==> src/rtl/axi_port_arbiter_pkg.sv <==
// Shared definitions for the two-port AXI-lite arbiter: memory op codes,
// op classification helpers and the controller state encoding.
package axi_port_arbiter_pkg;

    localparam logic [2:0] MEM_LB  = 3'd0;
    localparam logic [2:0] MEM_LBU = 3'd1;
    localparam logic [2:0] MEM_LH  = 3'd2;
    localparam logic [2:0] MEM_LHU = 3'd3;
    localparam logic [2:0] MEM_LW  = 3'd4;
    localparam logic [2:0] MEM_SB  = 3'd5;
    localparam logic [2:0] MEM_SH  = 3'd6;
    localparam logic [2:0] MEM_SW  = 3'd7;

    typedef enum logic [2:0] {
        S_IDLE    = 3'd0,
        S_ISSUE   = 3'd1,
        S_WAIT_RD = 3'd2,
        S_WAIT_WR = 3'd3,
        S_RESP    = 3'd4
    } arb_state_e;

    function automatic logic is_load(input logic [2:0] op);
        return (op == MEM_LB) || (op == MEM_LBU) || (op == MEM_LH) ||
               (op == MEM_LHU) || (op == MEM_LW);
    endfunction

    function automatic logic is_store(input logic [2:0] op);
        return (op == MEM_SB) || (op == MEM_SH) || (op == MEM_SW);
    endfunction

    // The mask lets an integration disable op codes the attached slave cannot serve.
    function automatic logic is_legal_op(input logic [2:0] op, input logic [7:0] mask);
        return mask[op] && (is_load(op) || is_store(op));
    endfunction

endpackage

==> src/rtl/axi_port_arbiter_rr_arbiter2.sv <==
// Two-input round-robin grant: a lone requester wins, on contention the port
// that was not granted last time wins. One-hot grant out.
module rr_arbiter2 (
    input  logic [1:0] req_i,
    input  logic       last_grant_i,
    output logic [1:0] gnt_o
);

    always_comb begin
        gnt_o = req_i;
        if (req_i == 2'b11) begin
            gnt_o = last_grant_i ? 2'b01 : 2'b10;
        end
    end

endmodule

==> src/rtl/axi_port_arbiter.sv <==
// Shares one AXI-lite command master between the fetch port (0) and the
// load/store port (1), one transaction at a time, with a wait-state watchdog.
module axi_port_arbiter
    import axi_port_arbiter_pkg::*;
#(
    parameter int unsigned TIMEOUT_CYCLES = 256,
    parameter int unsigned TO_W           = 9,
    parameter logic [7:0]  LEGAL_OP_MASK  = 8'hFF
) (
    input  logic        axi_aclk_i,
    input  logic        axi_aresetn_i,

    input  logic        p0_istek_i,
    input  logic [31:0] p0_adres_i,
    input  logic [2:0]  p0_buyruk_turu_i,
    input  logic [31:0] p0_veri_i,
    output logic        p0_kabul_o,
    output logic [31:0] p0_veri_o,
    output logic        p0_gecerli_o,
    output logic        p0_hata_o,

    input  logic        p1_istek_i,
    input  logic [31:0] p1_adres_i,
    input  logic [2:0]  p1_buyruk_turu_i,
    input  logic [31:0] p1_veri_i,
    output logic        p1_kabul_o,
    output logic [31:0] p1_veri_o,
    output logic        p1_gecerli_o,
    output logic        p1_hata_o,

    output logic [31:0] m_address_o,
    output logic [2:0]  m_buyruk_turu_o,
    output logic [31:0] m_data_o,
    output logic        m_giris_cikis_aktif_o,
    input  logic [31:0] m_okunan_veri_i,
    input  logic        m_okunan_veri_gecerli_i,
    input  logic        m_yazma_tamam_i,

    output logic        mesgul_o
);

    localparam logic [TO_W-1:0] TO_LAST = TO_W'(TIMEOUT_CYCLES - 1);

    arb_state_e      state_q, state_d;
    logic            winner_q, winner_d;
    logic            last_grant_q, last_grant_d;
    logic [31:0]     adres_q, adres_d;
    logic [2:0]      op_q, op_d;
    logic [31:0]     veri_q, veri_d;
    logic [31:0]     rdata_q, rdata_d;
    logic            err_q, err_d;
    logic [TO_W-1:0] to_cnt_q, to_cnt_d;

    logic [1:0]      gnt;
    logic            timed_out;

    rr_arbiter2 u_rr (
        .req_i        ({p1_istek_i, p0_istek_i}),
        .last_grant_i (last_grant_q),
        .gnt_o        (gnt)
    );

    assign timed_out = (TIMEOUT_CYCLES != 0) && (to_cnt_q == TO_LAST);

    always_comb begin
        state_d      = state_q;
        winner_d     = winner_q;
        last_grant_d = last_grant_q;
        adres_d      = adres_q;
        op_d         = op_q;
        veri_d       = veri_q;
        rdata_d      = rdata_q;
        err_d        = err_q;
        to_cnt_d     = to_cnt_q;
        case (state_q)
            S_IDLE: begin
                if (gnt != 2'b00) begin
                    winner_d = gnt[1];
                    adres_d  = gnt[1] ? p1_adres_i       : p0_adres_i;
                    op_d     = gnt[1] ? p1_buyruk_turu_i : p0_buyruk_turu_i;
                    veri_d   = gnt[1] ? p1_veri_i        : p0_veri_i;
                    rdata_d  = '0;
                    err_d    = 1'b0;
                    state_d  = S_ISSUE;
                end
            end
            S_ISSUE: begin
                to_cnt_d = '0;
                if (!is_legal_op(op_q, LEGAL_OP_MASK)) begin
                    err_d   = 1'b1;
                    state_d = S_RESP;
                end else if (is_load(op_q)) begin
                    state_d = S_WAIT_RD;
                end else begin
                    state_d = S_WAIT_WR;
                end
            end
            S_WAIT_RD: begin
                // Completion is checked before the watchdog so it wins a tie.
                if (m_okunan_veri_gecerli_i) begin
                    rdata_d = m_okunan_veri_i;
                    state_d = S_RESP;
                end else if (timed_out) begin
                    err_d   = 1'b1;
                    rdata_d = '0;
                    state_d = S_RESP;
                end else begin
                    to_cnt_d = to_cnt_q + 1'b1;
                end
            end
            S_WAIT_WR: begin
                if (m_yazma_tamam_i) begin
                    state_d = S_RESP;
                end else if (timed_out) begin
                    err_d   = 1'b1;
                    state_d = S_RESP;
                end else begin
                    to_cnt_d = to_cnt_q + 1'b1;
                end
            end
            S_RESP: begin
                last_grant_d = winner_q;
                state_d      = S_IDLE;
            end
            default: state_d = S_IDLE;
        endcase
    end

    always_ff @(posedge axi_aclk_i or negedge axi_aresetn_i) begin
        if (!axi_aresetn_i) begin
            state_q      <= S_IDLE;
            winner_q     <= 1'b0;
            last_grant_q <= 1'b1;
            adres_q      <= '0;
            op_q         <= '0;
            veri_q       <= '0;
            rdata_q      <= '0;
            err_q        <= 1'b0;
            to_cnt_q     <= '0;
        end else begin
            state_q      <= state_d;
            winner_q     <= winner_d;
            last_grant_q <= last_grant_d;
            adres_q      <= adres_d;
            op_q         <= op_d;
            veri_q       <= veri_d;
            rdata_q      <= rdata_d;
            err_q        <= err_d;
            to_cnt_q     <= to_cnt_d;
        end
    end

    logic in_issue, in_resp;
    assign in_issue = (state_q == S_ISSUE);
    assign in_resp  = (state_q == S_RESP);

    assign m_address_o           = in_issue ? adres_q : '0;
    assign m_buyruk_turu_o       = in_issue ? op_q    : '0;
    assign m_data_o              = in_issue ? veri_q  : '0;
    assign m_giris_cikis_aktif_o = in_issue && is_legal_op(op_q, LEGAL_OP_MASK);

    assign p0_kabul_o   = in_issue && !winner_q;
    assign p1_kabul_o   = in_issue &&  winner_q;
    assign p0_gecerli_o = in_resp && !winner_q && !err_q;
    assign p1_gecerli_o = in_resp &&  winner_q && !err_q;
    assign p0_hata_o    = in_resp && !winner_q &&  err_q;
    assign p1_hata_o    = in_resp &&  winner_q &&  err_q;
    assign p0_veri_o    = (in_resp && !winner_q) ? rdata_q : '0;
    assign p1_veri_o    = (in_resp &&  winner_q) ? rdata_q : '0;

    assign mesgul_o = (state_q != S_IDLE);

endmodule
==> config.mk <==
export PLATFORM = sky130hd
export DESIGN_NAME = axi_port_arbiter
export DESIGN_NICKNAME = d
export VERILOG_FILES = /design/src/rtl/axi_port_arbiter_pkg.sv /design/src/rtl/axi_port_arbiter_rr_arbiter2.sv /design/src/rtl/axi_port_arbiter.sv
export SDC_FILE = /design/constraint.sdc
export NUM_CORES = 1
export LEC_CHECK = 0
export CAP_MARGIN = 40
export CORE_AREA = 2 2 120 122
export CTS_CLUSTER_DIAMETER = 100
export DETAILED_ROUTE_END_ITERATION = 8
export DIE_AREA = 0 0 122 124
export DONT_BUFFER_PORTS = 1
export PLACE_DENSITY = 0.69
export RECOVER_POWER = 100
export SYNTH_ARGS = -nofsm -noshare
export SYNTH_HDL_FRONTEND = slang
export SYNTH_SLANG_ARGS = --single-unit
==> constraint.sdc <==
create_clock -name axi_aclk_i -period 5.5 [get_ports axi_aclk_i]
set_input_delay 0.55 -clock axi_aclk_i [delete_from_list [all_inputs] [get_ports axi_aclk_i]]
set_output_delay 0.55 -clock axi_aclk_i [all_outputs]
set_load 0.005 [all_outputs]
**Word-level counts from Yosys, hierarchy flattened**

Memories as Yosys holds them, arrays and structs flattened.
Cells that the tools add are included.

- Word-level logic and storage cells: 92
- ROM bits: 8
- Bits in writable memories: 0
- Bits of input ports: 172
- Memories: 1
- Bits in latches: 0
- Register bits: 114
- Output and inout port bits: 139

Memory list:

| name | depth | width | rd ports | clocked after memory_dff | write ports | line | text |
|---|---|---|---|---|---|---|---|
| (name not given) | 8 | 1 | 1 | 0 | 0 | axi_port_arbiter_pkg.sv:33 | `return mask[op] && (is_load(op) \|\| is_store(op));` |

- Reduce and logical (&&, ||, !) cells: 30
- Shift-type cells: 0
- Divide/modulo/power cells: 0
- Multiply operators: 0
- Eq/ne operators: 18
- Magnitude comparators: 1
- Bitwise logic cells: 0
- Muxes and demuxes: 32
- Add/sub/neg operators: 1

Operators with widths:

| kind | number |
|---|---|
| two-way mux 32 bit | 9 |
| case mux 32 bit (2 select lines) | 1 |
| two-way mux 9 bit | 3 |
| case mux 9 bit (3 select lines) | 1 |
| two-way mux 3 bit | 7 |
| == test 3 bit, second input constant | 5 |
| == test 3 x 2 -> 1 bit, second input constant | 4 |
| case mux 3 bit (4 select lines) | 1 |
| logical AND 1 bit | 10 |
| adder 9 x 1 -> 9 bit, second input constant | 1 |
| == test 9 x 8 -> 1 bit, second input constant | 1 |
| inequality test 2 bit, second input constant | 4 |
| logical OR 1 bit | 7 |
| two-way mux 1 bit | 7 |
| == test 3 x 1 -> 1 bit, second input constant | 2 |
| zero test 3 bit | 2 |
| AND reduction 3 bit | 2 |
| nonzero test 3 bit | 2 |
| AND reduction 5 bit | 1 |
| less-than comparator 3 x 4 -> 1 bit, second input constant | 1 |
| two-way mux 2 bit | 2 |
| case mux 1 bit (4 select lines) | 1 |
| nonzero test 2 bit | 2 |
| nonzero test 4 bit | 1 |
| 4 further kinds | 5 |

**Depth between registers and ports, before layout**

Gate-level depths: netlist of the first run.

- Depth in word-level cells: 9
- Depth in mapped cells: 10
- Mapped depth without buffers: 9

**By module**

From an unflattened synthesis of the first run, not the netlist that was laid out.

- Cell total of the unflattened synthesis: 609
- Area, all modules: 5921.9 um2

Modules (own cells, without submodules):

| module | seq. area each (um2) | instances | cells an instance | area an instance (um2) |
|---|---|---|---|---|
| axi_port_arbiter | 2854.0 | 1 | 606 | 5903.2 |
| rr_arbiter2 | 0.0 | 1 | 3 | 18.8 |

**Least setup slack after synthesis of the first run**

OpenSTA, ideal clock, no wires.

- Kind: reg-to-reg
- Start: register to_cnt_q[0]
- End: register to_cnt_q[7]
- Period minus slack after synthesis: 2.714 ns
- Path slack: 2.786 ns
- Buffers on the path: 0
- Arrival time: 2.636 ns
- Cell stages (with the launch flop): 10
- Required time: 5.422 ns
- Setup time: 0.078 ns
- Cells stage by stage: dfrtp_1 -> ha_1 -> and3_1 -> and3_1 -> and3_1 -> ha_1 -> or4b_1 -> a2bb2oi_1 -> or4_1 -> a21oi_1

- Cells in the longest elaborated chain, start to end: 4
- Elaborated cells between the ends (all ways): 6
- Those cells by class: add/sub: 1; eq/ne: 1; mux: 4

Ends and longest elaborated chain:

| element | line | text |
|---|---|---|
| start, declared | axi_port_arbiter.sv:52 | `logic [TO_W-1:0] to_cnt_q, to_cnt_d;` |
| start signal, assigned | axi_port_arbiter.sv:149 | `to_cnt_q <= to_cnt_d;` |
| adder 9 x 1 -> 9 bit / == test 9 x 8 -> 1 bit (equally long branches) | axi_port_arbiter.sv:108, axi_port_arbiter.sv:118, axi_port_arbiter.sv:63 |  |
| two-way mux 9 bit * | axi_port_arbiter.sv:103, axi_port_arbiter.sv:114 |  |
| two-way mux 9 bit, on equally long branches | axi_port_arbiter.sv:112, axi_port_arbiter.sv:100 |  |
| case mux 9 bit (3 select lines) * | axi_port_arbiter.sv:75 | `case (state_q)` |

Every way passes the cells marked *; elsewhere a longest branch is shown, timed or not. The select of a mux whose other input is x is not followed.
A chain may end at the register's enable or synchronous reset.

**Final worst setup path of the first run**

- Start: register state_q[0]
- End: output port m_buyruk_turu_o[2]

- Cells in the longest elaborated chain, start to end: 2

Ends and longest elaborated chain:

| element | line | text |
|---|---|---|
| start, declared | axi_port_arbiter.sv:44 | `arb_state_e state_q, state_d;` |
| start signal, assigned | axi_port_arbiter.sv:141 | `state_q <= state_d;` |
| == test 3 x 1 -> 1 bit | axi_port_arbiter.sv:154 | `assign in_issue = (state_q == S_ISSUE);` |
| two-way mux 3 bit | axi_port_arbiter.sv:158 | `assign m_buyruk_turu_o = in_issue ? op_q : '0;` |
| end, declared | axi_port_arbiter.sv:32 | `output logic [2:0] m_buyruk_turu_o,` |

No other way between the ends.

==> flow_metrics.tcl, run 1 <==
set metrics [dict create \
    crit_required_ns 4.95 \
    finalNetCount 763 \
    cts.clk_slew.worst_paths_ns 0.06 \
    swShare_pct 35.1 \
    cellPowerDensity_nw_per_um2 583 \
    grt-ovfl-total 0 \
    postLayoutCoreUtil_pct 48.8 \
    arrival_ns 2.96 \
    synth_seq_area_share_pct 48.4 \
    hold_viol 0 \
    grt_pass1_wl_um 21700 \
    fillCellCount 1265 \
    syn_nets 780 \
    final-setup-viol-count 0 \
    crit_buf_inv 1 \
    outcome "finished with violations" \
    rr_worst_depth 6 \
    max_freq_mhz 285 \
    crit_type "flip-flop to output port" \
    num_vias 4305 \
    drive_gt1_share_pct 6.31 \
    ios 311 \
    crit_path_max_fanout 44 \
    gp_congestion 0.807 \
    fp.dieW_um 122 \
    timing.final.ws_setup_ns 1.99 \
    clk_latency_ns 0.41 \
    pre_cts_ws_ns 2.47 \
    cts_sinks 114 \
    leakage_nw 2.87 \
    worst_pin_slew_ns 2.80 \
    fin_tns_setup_ns 0 \
    drt_iter0_drc 145 \
    start_util_pct 43.0 \
    cts.root.buffer_cell "clkbuf_16" \
    routedWlPerCell_um 18.8 \
    cts_resized 0 \
    place_hpwl_um 10900 \
    rows 43 \
    synth.largest_area_cell "dfrtp_1" \
    violations "max-capacitance violations, max-slew violations" \
    crit_cells 3 \
    routed_wl_um 14700 \
    cts_max_level 4 \
    synth_top_area_share_pct 48.0 \
    cts_tree "built" \
    crit_chain "nor3b_1 > buf_4 > and2_0" \
    grt_max_degree 115 \
    worstSetupEndpointType "output port" \
    synth_ff_type "dfrtp_1" \
    ys_top_cells_by_count "and2_1 (135), dfrtp_1 (113), nor2_1 (74)" \
    clock_path_buffers 2 \
    grt_use_total_pct 18.8 \
    grt_pass1_vias 4132 \
    holdBufCountCts 1 \
    synth.distinct_cells 39 \
    synth_warnings 0 \
    finClkSkew_ns 0.0136 \
    p_comb_share_pct 31.2 \
    dr.pass1.iters 4 \
    area_growth_pct 13.5 \
    dieArea_um2 15100 \
    fin_crit_sh_pct 63.8 \
    rsz0062_at_grt "false" \
    drc_errors 0 \
    syn_inst 606 \
    synth-edff-count 0 \
    power_frac_seq_pct 36.9 \
    slowest_stage "nor3b_1" \
    peakVddDrop_uv 252 \
    synth_area_um2 5900 \
    die_y_um 124 \
    syn_area_per_cell_um2 9.73 \
    p_int_mw 2.53 \
    viasPerCell 5.51 \
    maxCapViolations 3 \
    cp_top_family "simple AND/OR/NAND/NOR gates" \
    ys_seq_elements 114 \
    synth.top_cells.by_area "dfrtp_1 (48%), and2_1 (14%), mux2i_1 (11%)" \
    worstHoldPathType "input pin to flip-flop" \
    maxSlewHeadroom_pct -86.9 \
    numCtsBuffers 17 \
    port_buffers 0 \
    postRouteAntennaNets 0 \
    synthArstFlopShare_pct 100 \
    antennaDiodeCount 0 \
    post_cts_buffers 0 \
    antenna_found_initial 0 \
    p_sw_mw 1.37 \
    fin_crit_ns 3.51 \
    drv_slew 204 \
    hold_depth 1 \
    clkPwrFrac_pct 31.9 \
    core_um2 13700 \
    yosysMostFrequentCell "and2_1" \
    startpoint_type "flip-flop" \
    max_stage_delay_ns 1.17 \
]
-- power by group through the flow --
stage               logic (mW)  clock network (mW)  registers (mW)
floorplan                 1.04                   0            1.34
global placement          1.17                   0            1.43
detailed placement        1.26                   0            1.45
CTS                       1.28                1.27            1.44
global route              1.39                1.31            1.49
finish                    1.22                1.25            1.44
-- cells by family after synthesis --
logic type	Yosys count	share of synthesized area, %
adder cells (fa/ha/maj)	2	0.424
flip-flops	114	48.4
multiplexers	67	11.4
AND/OR/NAND/NOR	246	22.7
AO/OA/AOI/OAI	125	13.5
buffers and inverters	52	3.61
-- per-layer routing --
| layer | track usage (%) | share of wire, % | vias up |
|---|---|---|---|
| met4 | 6.18 | 0.88 | 0 |
| met5 | 0 | 0 | - |
| li1 | - | - | 2034 |
| met2 | 33.4 | 52 | 205 |
| met3 | 6.96 | 8.9 | 8 |
| met1 | 21.0 | 39 | 2058 |
-- layout by cell type (no fill, tap or decap), types with 2 or more instances in the layout --
cell type,count
and2_0,132
dfrtp_1,113
nor2_1,75
a21oi_1,69
mux2i_1,67
a22o_1,33
clkbuf_16,17
nand2_1,9
o21ai_0,9
clkbuf_1,7
and3_1,6
nor2b_1,6
bufinv_16,6
inv_1,5
clkinv_4,4
and2_1,3
nor3_1,3
buf_4,3
nand3_1,2
o31ai_1,2
nand2b_1,2
a211oi_1,2
or3_1,2
ha_1,2
clkinv_2,2
-- worst paths after layout --
path | startpoint | end | slack, ns
max | state_q[0] | m_buyruk_turu_o[2] | 1.99
min | m_okunan_veri_i[14] | rdata_q[14] | 0.28
max reg2reg | state_q[0] | adres_q[2] | 2.14
min reg2reg | rdata_q[24] | rdata_q[24] | 0.51
max in group asynchronous | axi_aresetn_i | veri_q[29] | 2.81
min in group asynchronous | axi_aresetn_i | rdata_q[31] | 1.00
-- flip-flops by register name, summed over array words and instances, names as in the netlist --
name,cells
to_cnt_q,9
winner_q,1
veri_q,32
rdata_q,32
err_q,1
adres_q,32
last_grant_q,1
state_q,3
op_q,3
-- final cells by class --
class                   instances  area (um^2)  area share (%)
flip-flops and latches        114         2850            42.6
multi-input cells             440         2850            42.6
clock buffers                  19          443            6.62
clock inverters                13          233            3.48
well taps                     180          225            3.37
repair buffers                 11         70.1            1.05
inverters                       5         18.8           0.280
-- through the flow --
stage / instance area [um^2] / total power [mW] / hold slack [ns] / std cells
2_1_floorplan: 5900 / 2.37 / 0.254 / 606
4_1_cts: 6760 / 3.99 / 0.116 / 781
3_5_place_dp: 6060 / 2.71 / 0.258 / 748
6_report: 6690 / 3.90 / 0.278 / 782
5_1_grt: 6690 / 4.18 / 0.257 / 782
3_3_place_gp: 6010 / 2.60 / 0.259 / 745
(Power assumes the default switching activity.)
==> run 2, diff against run 1 <==
Settings changed: ABC_AREA from default to 1, CORE_AREA 2 2 120 122 to 2 2 121 123, DIE_AREA 0 0 122 124 to 0 0 123 125, PLACE_DENSITY 0.69 to 0.74.
Clock period 5.5 ns to 2.85 ns, I/O delays scaled along.
==> run 2 against run 1 <==
Effect of this change:
- the flow finishes with violations (negative hold slack)
- die area grew 1.6%
- cell area grew 1.6%
- clock power grew 59%
- critical path depth grew 3
- total power grew 87%
- clock skew shrank 0.0038 ns
- utilization shrank 0.93 points
- first-iteration DRC count grew 59%
- synthesized area grew 7.2%
- cell count grew 21%
- sequential share of layout area shrank 0.65 points
- via count grew 14%
- critical endpoint is now veri_q[3]
==> flow_metrics.tcl, run 2 <==
set metrics [dict create \
    viasPerCell 5.17 \
    crit_start "state_q[0]" \
    start_util_pct 44.5 \
    peakVddDrop_uv 496 \
    leakage_nw 3.06 \
    max_freq_mhz 410 \
    worst_pin_slew_ns 0.955 \
    top_regs "adres_q x32, rdata_q x32, veri_q x32" \
    rr_worst_depth 6 \
    worstHoldPathType "input pin to asynchronous set/reset pin" \
    fin_crit_sh_pct 85.6 \
    final-setup-viol-count 0 \
    clk_latency_ns 0.40 \
    port_buffers 0 \
    r2r-end "veri_q[3]" \
    ys_top_cells_by_count "nor2_1 (149), inv_1 (144), dfrtp_1 (113)" \
    maxSlewHeadroom_pct 36.3 \
    fin_tns_setup_ns 0 \
    whs_ns -0.425 \
    cts_tree "built" \
    area_growth_pct 7.52 \
    crit_cells 6 \
    cts.clk_slew.worst_paths_ns 0.05 \
    arrival_ns 2.75 \
    r2r_start "state_q[0]" \
    syn_area_per_cell_um2 8.12 \
    synth_top_area_share_pct 44.7 \
    fin_crit_ns 2.44 \
    dieArea_um2 15400 \
    grt_max_degree 115 \
    cp_top_family "buffers and inverters" \
    syn_nets 952 \
    rsz0062_at_grt "false" \
    drc_errors 0 \
    worstSetupEndpointType "flip-flop" \
    drive_gt1_share_pct 13.7 \
    maxCapViolations 0 \
    startpoint_type "flip-flop" \
    grt-ovfl-total 0 \
    clock_path_buffers 2 \
    endpoint "veri_q[3]" \
    crit_buf_inv 1 \
    routedWlPerCell_um 15.9 \
    finalNetCount 928 \
    rows 44 \
    place_hpwl_um 10700 \
    antennaDiodeCount 0 \
    slowest_stage "clkbuf_1" \
    postRouteAntennaNets 0 \
    syn_inst 778 \
    crit_required_ns 3.15 \
    dr.pass1.iters 6 \
    synth_ff_type "dfrtp_1" \
    die_y_um 125 \
    grt_use_total_pct 19.1 \
    grt_pass1_wl_um 22800 \
    timing.final.ws_setup_ns 0.409 \
    cts_max_level 4 \
    synth.largest_area_cell "dfrtp_1" \
    violations "negative hold slack" \
    gp_congestion 0.831 \
    ys_seq_elements 114 \
    synth-edff-count 0 \
    synth_seq_area_share_pct 45.2 \
    cts_sinks 114 \
    routed_wl_um 15100 \
    num_vias 4912 \
    r2r_setup_slack_ns 0.41 \
    drt_iter0_drc 230 \
    hold_viol 114 \
    ios 311 \
    cellPowerDensity_nw_per_um2 1070 \
    crit_chain "nor2_1 > nand2_1 > nor2_4 > clkbuf_1 > o211ai_1 > o21ai_0" \
    crit_path_max_fanout 25 \
    synth_area_um2 6320 \
    fillCellCount 1398 \
    numCtsBuffers 17 \
    synthArstFlopShare_pct 100 \
    fp.dieW_um 123 \
    post_cts_buffers 0 \
    max_stage_delay_ns 0.74 \
    crit_type "flip-flop to flip-flop" \
    layout_commonest_cell "nor2_1" \
    ff_latch_area_um2 2850 \
    pre_cts_ws_ns 0.758 \
    synth.distinct_cells 31 \
    grt_pass1_vias 4469 \
    yosysMostFrequentCell "nor2_1" \
    antenna_found_initial 0 \
    synth.top_cells.by_area "dfrtp_1 (45%), nor2_1 (8.8%), inv_1 (8.6%)" \
    core_um2 14200 \
    cts.root.buffer_cell "clkbuf_16" \
    drv_slew 0 \
    synth_warnings 0 \
    finClkSkew_ns 0.00980 \
    cts_resized 0 \
    multiInputGateArea_um2 2510 \
    outcome "finished with violations" \
    mostFrequentLayoutCells "nor2_1 (150), inv_1 (145), dfrtp_1 (113)" \
]
[run 2: cells by family after synthesis]
group	after synthesis	synth area share (%)
compound gates	180	20.6
xor+xnor	1	0.139
fa+ha+maj	2	0.396
buf+inv	199	13.1
flops	114	45.2
simple gates	282	20.6
[run 2: per-layer routing]
layer,up-vias,share of wire (%),GRT usage [%]
met3,14,5.8,4.29
met4,0,1.3,6.42
met5,-,0,0
li1,2413,-,-
met2,216,50,32.6
met1,2269,43,23.9
[run 2: metrics by stage]
| stage | total power [mW] | std cells | cell area (um^2) | hold WS [ns] | util (%) |
|---|---|---|---|---|---|
| floorplan | 5.07 | 778 | 6320 | -0.0106 | - |
| detailed placement | 5.56 | 919 | 6370 | -0.00824 | 44.8 |
| finish | 7.29 | 950 | 6800 | -0.425 | 47.9 |
| global placement | 5.47 | 918 | 6350 | -0.00843 | 44.7 |
| CTS | 7.59 | 950 | 6930 | -0.447 | 48.8 |
| global route | 7.90 | 950 | 6800 | -0.451 | 47.9 |
[run 2: worst min-delay path by stage]
stage | start | end | slack [ns] | depth (start not counted)
3_3_place_gp | axi_aresetn_i | adres_q[13] | -0.008 | 0
3_5_place_dp | axi_aresetn_i | adres_q[13] | -0.008 | 0
5_1_grt | axi_aresetn_i | adres_q[13] | -0.45 | 0
6_report | axi_aresetn_i | adres_q[13] | -0.42 | 0
2_1_floorplan | axi_aresetn_i | adres_q[0] | -0.01 | 0
4_1_cts | axi_aresetn_i | adres_q[13] | -0.45 | 0
[run 2: area by class of cell]
cell class                 instances  share of cell area, %
sequential                       114                   42.0
multi-input combinational        465                   37.0
inverter                         149                   8.23
clock buffer                      22                   7.12
tap                              184                   3.39
clock inverter                     9                   1.20
timing repair buffer               7                   1.09
[run 2: where the power goes]
group / switching (mW) / internal [mW] / leakage [nW]
Clock: 0.710 / 1.28 / 0.274
Sequential: 0.235 / 2.38 / 1.44
Combinational: 1.87 / 0.824 / 1.35
Total: 2.81 / 4.48 / 3.06
==> run 3, diff against run 2 <==
Settings changed: CTS_CLUSTER_DIAMETER 100 to default.
Clock period 2.85 ns to 1.95 ns, I/O delays scaled along.
==> run 3 against run 2 <==
Effect of this change:
- the run still ends with negative hold slack left
- critical path depth fell by 1
- clock power rose by 58%
- die area did not move
- routed wire length rose by 16%
==> flow_metrics.tcl, run 3 (synthesis gave the netlist of run 2 again) <==
set metrics [dict create \
    cts.clk_slew.worst_paths_ns 0.05 \
    dp.cells 931 \
    peakVddDrop_uv 622 \
    pre_cts_ws_ns 0.0501 \
    viasPerCell 5.27 \
    leakage_nw 3.59 \
    grt-ovfl-total 0 \
    start_util_pct 44.5 \
    cts_max_level 4 \
    drive_gt1_share_pct 16.3 \
    dr.pass1.iters 5 \
    clk_latency_ns 0.40 \
    outcome "finished with violations" \
    postRouteAntennaNets 0 \
    grt_use_total_pct 22.2 \
    max_freq_mhz 544 \
    worst_pin_slew_ns 0.519 \
    top_regs "adres_q x32, rdata_q x32, veri_q x32" \
    rsz0062_at_grt "true" \
    cellPowerDensity_nw_per_um2 1430 \
    routedWlPerCell_um 16.6 \
    crit_path_max_fanout 34 \
    ios 311 \
    port_buffers 0 \
    cts_sinks 114 \
    die_y_um 125 \
    mostFrequentLayoutCells "inv_1 (144), nor2_1 (131), dfrtp_1 (112)" \
    cts_tree "built" \
    fp.dieW_um 123 \
    antennaDiodeCount 0 \
    rows 44 \
    finClkSkew_ns 0.00622 \
    antenna_found_initial 1 \
    grt_pass1_vias 5380 \
    maxSlewHeadroom_pct 65.4 \
    hold_viol 114 \
    finalNetCount 1040 \
    final-setup-viol-count 0 \
    fillCellCount 1214 \
    arrival_ns 1.64 \
    wl_met3_um 1120 \
    num_vias 5604 \
    drv_slew 0 \
    timing.final.ws_setup_ns 0.112 \
    met1_length_um 7270 \
    grt_max_degree 115 \
    violations "negative hold slack" \
    drc_errors 0 \
    layout_commonest_cell "inv_1" \
    crit_required_ns 1.75 \
    gp_congestion 0.805 \
    grt_pass1_wl_um 26600 \
    cts.root.buffer_cell "clkbuf_16" \
    maxCapViolations 0 \
    drt_iter0_drc 314 \
    dieArea_um2 15400 \
    place_hpwl_um 11000 \
    worstSetupEndpointType "output port" \
    holdBufCountCts 97 \
    crit_type "flip-flop to output port" \
    startpoint_type "flip-flop" \
    top_layer "met4" \
    fin_crit_sh_pct 94.3 \
    fin_crit_ns 1.84 \
    core_um2 14200 \
    numCtsBuffers 17 \
    area_growth_pct 27.0 \
    finalPower_mw 11.5 \
    dr_wl_met2_um 8620 \
    whs_ns -0.520 \
    stdcell_count 1063 \
    clock_path_buffers 2 \
    routed_wl_um 17600 \
    worstHoldPathType "input pin to asynchronous set/reset pin" \
]
-- run 3: timing repair --
action                                  in CTS  in global routing
gates resized for setup                      1                 25
hold endpoints to repair                   211                114
endpoints found under the setup margin       1                 71
buffers inserted                             0                  3
gates cloned                                 0                  0
pin swaps                                    0                  1
-- run 3: critical path, cell delays in order (launching register included) --
cell,delay [ns]
dfrtp_2,0.46
nor2_4,0.16
nand2_1,0.09
nor2_1,0.10
bufinv_8,0.26
nor2_1,0.16
-- run 3: final timing paths --
| check | from | to | slack (ns) | cells past startpoint |
|---|---|---|---|---|
| min reg2reg | last_grant_q | last_grant_q | 0.47 | 2 |
| max reg2reg | to_cnt_q[5] | rdata_q[28] | 0.12 | 10 |
| max | state_q[0] | p0_veri_o[12] | 0.11 | 5 |
| min | axi_aresetn_i | adres_q[13] | -0.52 | 0 |
| min in group axi_aclk_i | p0_buyruk_turu_i[1] | op_q[1] | 0.02 | 2 |
| max in group asynchronous | axi_aresetn_i | last_grant_q | 2.19 | 0 |
-- run 3: area by class of cell --
type	count	area, um^2	area share, %
sequential	114	2860	35.6
multi-input combinational	465	2580	32.2
timing repair buffer	119	1180	14.7
inverter	149	573	7.14
clock buffer	22	474	5.91
tap	184	230	2.87
clock inverter	10	131	1.64
-- run 3: where the power goes --
part / internal, mW / leakage [nW] / switching [mW] / total, mW
clock: 2.10 / 0.300 / 1.04 / 3.14
sequential: 3.47 / 1.44 / 0.356 / 3.83
combinational: 1.55 / 1.85 / 3.00 / 4.55
-- run 3: through the flow --
stage	utilization, %	TNS (ns)	area, um^2	hold WS (ns)
2_1_floorplan	-	0	6320	-0.101
3_3_place_gp	45.7	0	6490	-0.0983
3_5_place_dp	45.7	0	6490	-0.0991
4_1_cts	56.8	0	8070	-0.544
5_1_grt	56.5	-0.587	8030	-0.544
6_report	56.5	0	8030	-0.520
-- run 3: metal layers --
layer	vias up	global-route usage [%]
met5	-	0
met1	2638	26.6
li1	2644	-
met2	275	37.0
met4	0	11.6
met3	47	5.02
